File: config.mk
export PLATFORM = sky130hd
export DESIGN_NAME = retention_save_responder_flat
export DESIGN_NICKNAME = d
export VERILOG_FILES = /design/src/rtl/retention_save_responder_if.sv /design/src/rtl/retention_save_responder.sv /design/src/flat_wrapper.sv
export SDC_FILE = /design/constraint.sdc
export NUM_CORES = 1
export LEC_CHECK = 0
export CAP_MARGIN = 20
export CORE_MARGIN = 5
export CORE_UTILIZATION = 40
export DETAILED_ROUTE_END_ITERATION = 6
export SKIP_LAST_GASP = 1
export SLEW_MARGIN = 20
export SYNTH_ARGS = -nofsm -noshare
export SYNTH_HDL_FRONTEND = slang
export SYNTH_SLANG_ARGS = --single-unit
export TNS_END_PERCENT = 20
File: constraint.sdc
create_clock -name clk -period 5.4 [get_ports clk]
set_input_delay 1.35 -clock clk [delete_from_list [all_inputs] [get_ports clk]]
set_output_delay 1.35 -clock clk [all_outputs]
set_load 0.005 [all_outputs]
File: src/rtl/retention_save_responder_if.sv
// Handshake and live-state bus between a power controller / gated block
// and the retention save responder that sits in the always-on boundary.
interface retention_save_responder_if #(
  parameter int DATA_W    = 32,
  parameter int NUM_WORDS = 8
);
  localparam int AW = (NUM_WORDS > 1) ? $clog2(NUM_WORDS) : 1;

  logic              save_state;
  logic              restore_state;
  logic              power_switch_en;
  logic              ack_from_block;
  logic              quiesce_req;
  logic              quiesced;
  logic [AW-1:0]     live_addr;
  logic [DATA_W-1:0] live_rdata;
  logic              live_wr_en;
  logic [DATA_W-1:0] live_wdata;
  logic              retained_valid;
  logic              restore_done;

  // Controller plus gated-block side.
  modport master (
    output save_state, restore_state, power_switch_en, quiesced, live_rdata,
    input  ack_from_block, quiesce_req, live_addr, live_wr_en, live_wdata,
           retained_valid, restore_done
  );

  // Responder side.
  modport slave (
    input  save_state, restore_state, power_switch_en, quiesced, live_rdata,
    output ack_from_block, quiesce_req, live_addr, live_wr_en, live_wdata,
           retained_valid, restore_done
  );
endinterface

File: src/rtl/retention_save_responder.sv
// Retention save/restore responder: quiesces the gated block, copies its
// live state words into an always-on shadow array one word per cycle,
// acknowledges the save, and later writes the shadow back on restore.
module retention_save_responder #(
  parameter int DATA_W    = 32,
  parameter int NUM_WORDS = 8
) (
  input  logic                      clk,
  input  logic                      rst,
  retention_save_responder_if.slave bus
);
  localparam int            AW       = (NUM_WORDS > 1) ? $clog2(NUM_WORDS) : 1;
  localparam logic [AW-1:0] LAST_IDX = AW'(NUM_WORDS - 1);

  typedef enum logic [2:0] {
    S_IDLE     = 3'd0,
    S_QUIESCE  = 3'd1,
    S_SAVE     = 3'd2,
    S_SAVE_ACK = 3'd3,
    S_RESTORE  = 3'd4
  } state_e;

  state_e            state_q, state_d;
  logic [AW-1:0]     idx_q, idx_d;
  logic              ack_q, ack_d;
  logic              quiesce_req_q, quiesce_req_d;
  logic              retained_valid_q, retained_valid_d;
  logic              restore_done_q, restore_done_d;
  logic              shadow_we;
  logic [DATA_W-1:0] shadow_q [NUM_WORDS];

  // Next-state and registered-output decode for the save/restore sequence.
  always_comb begin
    // NOTE: every variable gets a default first so no path leaves it unassigned (no latches).
    state_d          = state_q;
    idx_d            = idx_q;
    quiesce_req_d    = quiesce_req_q;
    retained_valid_d = retained_valid_q;
    restore_done_d   = 1'b0;
    shadow_we        = 1'b0;

    unique case (state_q)
      S_IDLE: begin
        idx_d = '0;
        if (bus.save_state) begin
          // Save wins over a simultaneous restore; the old image is discarded.
          state_d          = S_QUIESCE;
          quiesce_req_d    = 1'b1;
          retained_valid_d = 1'b0;
        end else if (bus.restore_state) begin
          if (retained_valid_q) begin
            state_d = S_RESTORE;
          end else begin
            // Cold boot: nothing to write back, just release the block.
            quiesce_req_d  = 1'b0;
            restore_done_d = 1'b1;
          end
        end
      end

      S_QUIESCE: begin
        if (!bus.power_switch_en) begin
          // Rail already gone: leave quiesce asserted, image is invalid.
          state_d          = S_IDLE;
          retained_valid_d = 1'b0;
        end else if (!bus.save_state) begin
          state_d       = S_IDLE;
          quiesce_req_d = 1'b0;
        end else if (bus.quiesced) begin
          state_d = S_SAVE;
          idx_d   = '0;
        end
      end

      S_SAVE: begin
        if (!bus.power_switch_en) begin
          state_d          = S_IDLE;
          idx_d            = '0;
          retained_valid_d = 1'b0;
        end else if (!bus.save_state) begin
          state_d          = S_IDLE;
          idx_d            = '0;
          retained_valid_d = 1'b0;
          quiesce_req_d    = 1'b0;
        end else begin
          shadow_we = 1'b1;
          if (idx_q == LAST_IDX) begin
            state_d          = S_SAVE_ACK;
            idx_d            = '0;
            retained_valid_d = 1'b1;
          end else begin
            idx_d = idx_q + 1'b1;
          end
        end
      end

      S_SAVE_ACK: begin
        // Quiesce stays high: the block is about to be powered down.
        if (!bus.save_state) state_d = S_IDLE;
      end

      S_RESTORE: begin
        if (idx_q == LAST_IDX) begin
          state_d          = S_IDLE;
          idx_d            = '0;
          restore_done_d   = 1'b1;
          quiesce_req_d    = 1'b0;
          retained_valid_d = 1'b0;
        end else begin
          idx_d = idx_q + 1'b1;
        end
      end

      default: begin
        state_d = S_IDLE;
        idx_d   = '0;
      end
    endcase

    ack_d = (state_d == S_SAVE_ACK);
  end

  // State and control registers with synchronous reset.
  always_ff @(posedge clk) begin
    // NOTE: sequential state uses non-blocking assignments so all flops update together.
    if (rst) begin
      state_q          <= S_IDLE;
      idx_q            <= '0;
      ack_q            <= 1'b0;
      quiesce_req_q    <= 1'b0;
      retained_valid_q <= 1'b0;
      restore_done_q   <= 1'b0;
    end else begin
      state_q          <= state_d;
      idx_q            <= idx_d;
      ack_q            <= ack_d;
      quiesce_req_q    <= quiesce_req_d;
      retained_valid_q <= retained_valid_d;
      restore_done_q   <= restore_done_d;
    end
  end

  // Shadow array capture; one live word per SAVE cycle.
  always_ff @(posedge clk) begin
    // NOTE: the shadow array is deliberately not reset; retained_valid guards its use.
    if (shadow_we) shadow_q[idx_q] <= bus.live_rdata;
  end

  // Live-bus drive: address only in SAVE/RESTORE, writes only in RESTORE.
  always_comb begin
    bus.live_addr  = '0;
    bus.live_wr_en = 1'b0;
    bus.live_wdata = '0;
    if (state_q == S_SAVE) begin
      bus.live_addr = idx_q;
    end else if (state_q == S_RESTORE) begin
      bus.live_addr  = idx_q;
      bus.live_wr_en = 1'b1;
      bus.live_wdata = shadow_q[idx_q];
    end
  end

  assign bus.ack_from_block = ack_q;
  assign bus.quiesce_req    = quiesce_req_q;
  assign bus.retained_valid = retained_valid_q;
  assign bus.restore_done   = restore_done_q;

endmodule

File: src/flat_wrapper.sv
// flat-port wrapper written by rule: the top's interface ports become plain ports
module retention_save_responder_flat 
#(
  parameter int DATA_W    = 32,
  parameter int NUM_WORDS = 8
)
  (clk, rst, bus_save_state, bus_restore_state, bus_power_switch_en, bus_quiesced, bus_live_rdata, bus_ack_from_block, bus_quiesce_req, bus_live_addr, bus_live_wr_en, bus_live_wdata, bus_retained_valid, bus_restore_done);
  retention_save_responder_if #(.DATA_W(DATA_W), .NUM_WORDS(NUM_WORDS)) bus_i ();
  input  logic clk;
  input  logic rst;
  input wire logic [$bits(bus_i.save_state)-1:0] bus_save_state;
  input wire logic [$bits(bus_i.restore_state)-1:0] bus_restore_state;
  input wire logic [$bits(bus_i.power_switch_en)-1:0] bus_power_switch_en;
  input wire logic [$bits(bus_i.quiesced)-1:0] bus_quiesced;
  input wire logic [$bits(bus_i.live_rdata)-1:0] bus_live_rdata;
  output wire logic [$bits(bus_i.ack_from_block)-1:0] bus_ack_from_block;
  output wire logic [$bits(bus_i.quiesce_req)-1:0] bus_quiesce_req;
  output wire logic [$bits(bus_i.live_addr)-1:0] bus_live_addr;
  output wire logic [$bits(bus_i.live_wr_en)-1:0] bus_live_wr_en;
  output wire logic [$bits(bus_i.live_wdata)-1:0] bus_live_wdata;
  output wire logic [$bits(bus_i.retained_valid)-1:0] bus_retained_valid;
  output wire logic [$bits(bus_i.restore_done)-1:0] bus_restore_done;
  assign bus_i.save_state = bus_save_state;
  assign bus_i.restore_state = bus_restore_state;
  assign bus_i.power_switch_en = bus_power_switch_en;
  assign bus_i.quiesced = bus_quiesced;
  assign bus_i.live_rdata = bus_live_rdata;
  assign bus_ack_from_block = bus_i.ack_from_block;
  assign bus_quiesce_req = bus_i.quiesce_req;
  assign bus_live_addr = bus_i.live_addr;
  assign bus_live_wr_en = bus_i.live_wr_en;
  assign bus_live_wdata = bus_i.live_wdata;
  assign bus_retained_valid = bus_i.retained_valid;
  assign bus_restore_done = bus_i.restore_done;
  retention_save_responder #(.DATA_W(DATA_W), .NUM_WORDS(NUM_WORDS)) u_core (.clk(clk), .rst(rst), .bus(bus_i));
endmodule
==> flow_summary_export.csv <==
group,metric,value,unit
run_status,status,"complete, no violations",
power_and_ir_drop,power.density,342,mW/mm^2
layout,area_growth,20.4,%
worst_setup_path,crit_path_top_delay_cell,"dfxtp_4",
route,wire_per_inst,21.5,um
sta,setup_tns,0,ns
worst_setup_path,path_max_fanout,28,
synth,async_reset_ff_share,0,%
floorplan,io_pins,78,
global_route,antenna_found_initial,0,
min_path,hold_class,"flip-flop to flip-flop",
route,num_vias,5006,
sta,timing.final.crit_share,80.3,%
sta,max_freq,231,MHz
clocking,cts_tree,"done",
synth,ys_ff_latch,269,
sta,hold_viol,0,
sta,finClkSkew,0.00680,ns
placement,dp_cells,894,
synth,ys.flop_type,"edfxtp_1",
clocking,clockBufferDepth,3,
route,dr.pass1.iters,4,
layout,finalNetCount,632,
min_path,min-delay-start,"u_core.bus.quiesce_req",
synth,seq_area_frac_synth,75.5,%
route,antenna_left,0,
layout,fin_cells,949,
power_and_ir_drop,p_leak,0.00382,uW
sta,relSlewSlack,35.1,%
clocking,clk_pin_slew,0.06,ns
synth,synth.most_common_cell,"edfxtp_1",
min_path,holdPathEnd,"u_core.bus.quiesce_req",
global_route,grt_pass1_vias,5540,
synth,synth_area_per_cell,21.1,sq um
layout,drive_above_1_share,20.7,%
route,drc,0,
worst_setup_path,path_cells,"buf_12 > mux4_1 > mux2i_1 > nor2_1 > clkdlybuf4s50_1",
worst_setup_path,r2r-end,"u_core.shadow_q[6][16]",
sta,fin_crit,4.34,ns
clocking,clk_latency,0.53,ns
synth,ys_warn_count,0,
synth,synth-edff-count,256,
placement,portBuffers,77,
clocking,ctsResizeCount,0,
worst_setup_path,crit_type,"flip-flop to output port",
placement,place_congestion,0.744,
floorplan,core_area,0.0260,sq mm
min_path,hold_depth,2,
synth,syn_inst,499,
worst_setup_path,ff2ff_setup_slack,3.03,ns
global_route,grt_overflow,0,
sta,setup_viol,0,
synth,yosys-top-cells-area,"edfxtp_1 73%, mux4_2 13%, mux2i_1 3.1%",
route,drtIter0Drc,297,
sta,worstMarginPinSlew,0.974,ns
clocking,cts.htree.levels,1,
worst_setup_path,required,4.05,ns
clocking,clockRootBuffer,"clkbuf_16",
synth,syn_nets,539,
synth,yosysUniqueCellTypes,40,
floorplan,die_h,172,um
placement,dpl.hpwl,11400,um
worst_setup_path,crit_arrival,2.99,ns
route,viasPerCell,5.28,
global_route,grt_usage,13.9,%
worst_setup_path,reg2reg_from,"u_core.state_q[1]",
power_and_ir_drop,irDropWorstVdd,0.000265,V
synth,synth_top_area_share,73.0,%
synth,synth_area_leader_cell,"edfxtp_1",
global_route,grt_pass1_wl,31800,um
clocking,cts_setup_buffers,0,
clocking,cts_hold_buf,0,
global_route,grt_max_degree,65,
layout,num_antenna_cells,0,
worst_setup_path,cp-start-kind,"flip-flop",
floorplan,die_x,172,um
worst_setup_path,slowest_delay,0.72,ns
clocking,clock_sinks,269,
floorplan,dieArea,0.0297,sq mm
synth,netlist_top_cells_count,"256 x edfxtp_1, 62 x mux4_2, 49 x nor2_1",
clocking,numCtsBuffers,28,
route,wl,20400,um
sta,rsz0062_at_grt,"false",
worst_setup_path,r2r_cells,4,
sta,maxSlewViolCount,0,
worst_setup_path,cp-end-kind,"output port",
synth,syn_area,0.0105,sq mm
job,drv_cap,0,
floorplan,initial_core_util,40.5,%
floorplan,rows,59,
[metal layers]
metal / GRT usage, % / up-vias / routed length [um]
li1: - / 2229 / -
met4: 3.59 / 0 / 398
met5: 0 / - / 0
met2: 24.0 / 106 / 10300
met1: 18.8 / 2640 / 8860
met3: 2.17 / 31 / 833
[per-stage QoR]
step           instance area [sq um]  hold slack, ns  utilization [%]  setup WS [ns]  total power, uW
2_1_floorplan                  10500           0.464                -           1.05             2340
3_3_place_gp                   11600           0.467             44.7           1.50             2400
3_5_place_dp                   11600           0.474             44.7           1.39             2400
4_1_cts                        12600           0.488             48.4          0.919             4380
5_1_grt                        12700           0.527             48.8          0.862             4480
6_report                       12700           0.481             48.8           1.06             4330
[state kept, by name, summed over array words and instances (netlist names), named ones only]
register / count
u_core.shadow_q: 256
u_core.idx_q: 3
u_core.state_q: 3
u_core.bus.ack_from_block: 1
u_core.bus.quiesce_req: 1
u_core.bus.restore_done: 1
u_core.bus.retained_valid: 1
[cell type report]
class / count / area [sq um]
fillers: 2149 / 13300
flip-flops and latches: 269 / 7960
multi-input cells: 199 / 2380
clock inverters: 20 / 226
inverters: 5 / 18.8
clock buffers: 32 / 737
well taps: 335 / 419
repair buffers: 89 / 933
[worst max-delay path: cells and delay by family (launching register included)]
| family | cells | cell delay, ns |
|---|---|---|
| flops | 1 | 0.72 |
| simple gates | 1 | 0.07 |
| mux | 2 | 0.83 |
| buf+inv | 2 | 0.80 |
[cell usage in the layout (no fill, tap or decap), types with 2 or more instances in the layout]
master / count
a21oi_1: 6
a22oi_1: 4
and2_1: 3
buf_16: 3
buf_4: 8
bufinv_16: 5
clkbuf_1: 3
clkbuf_16: 29
clkdlybuf4s50_1: 77
clkinv_1: 10
clkinvlp_4: 4
dfxtp_1: 10
dfxtp_4: 2
edfxtp_1: 256
ha_1: 2
inv_1: 5
mux2i_1: 33
mux4_1: 2
mux4_2: 62
nand2_1: 6
nand2b_1: 6
nand4_1: 2
nand4b_1: 2
nor2_1: 43
nor2_4: 6
nor3_2: 2
nor4_1: 2
o21ai_0: 2
[cell families after synthesis]
group,share of synthesized area [%]
compound gates,1.37
fa+ha+maj,0.238
buf+inv,2.42
flops,75.5
mux,16.9
simple gates,3.57
[power by group]
group          total, uW  internal, uW  switching (uW)
Clock               1980          1210             766
Sequential          2290          2280            2.91
Combinational       70.2          32.4            37.8
[worst max-delay path by stage]
stage | start | endpoint | cells past startpoint
floorplan | bus_power_switch_en | u_core.shadow_q[0][0] | 4
global placement | bus_power_switch_en | u_core.shadow_q[5][16] | 5
detailed placement | bus_power_switch_en | u_core.shadow_q[6][16] | 5
CTS | flip-flop | bus_live_wdata[0] | 5
global route | flip-flop | bus_live_wdata[0] | 5
finish | flip-flop | bus_live_wdata[0] | 5
Note: power is estimated with default switching activity, not from simulation.
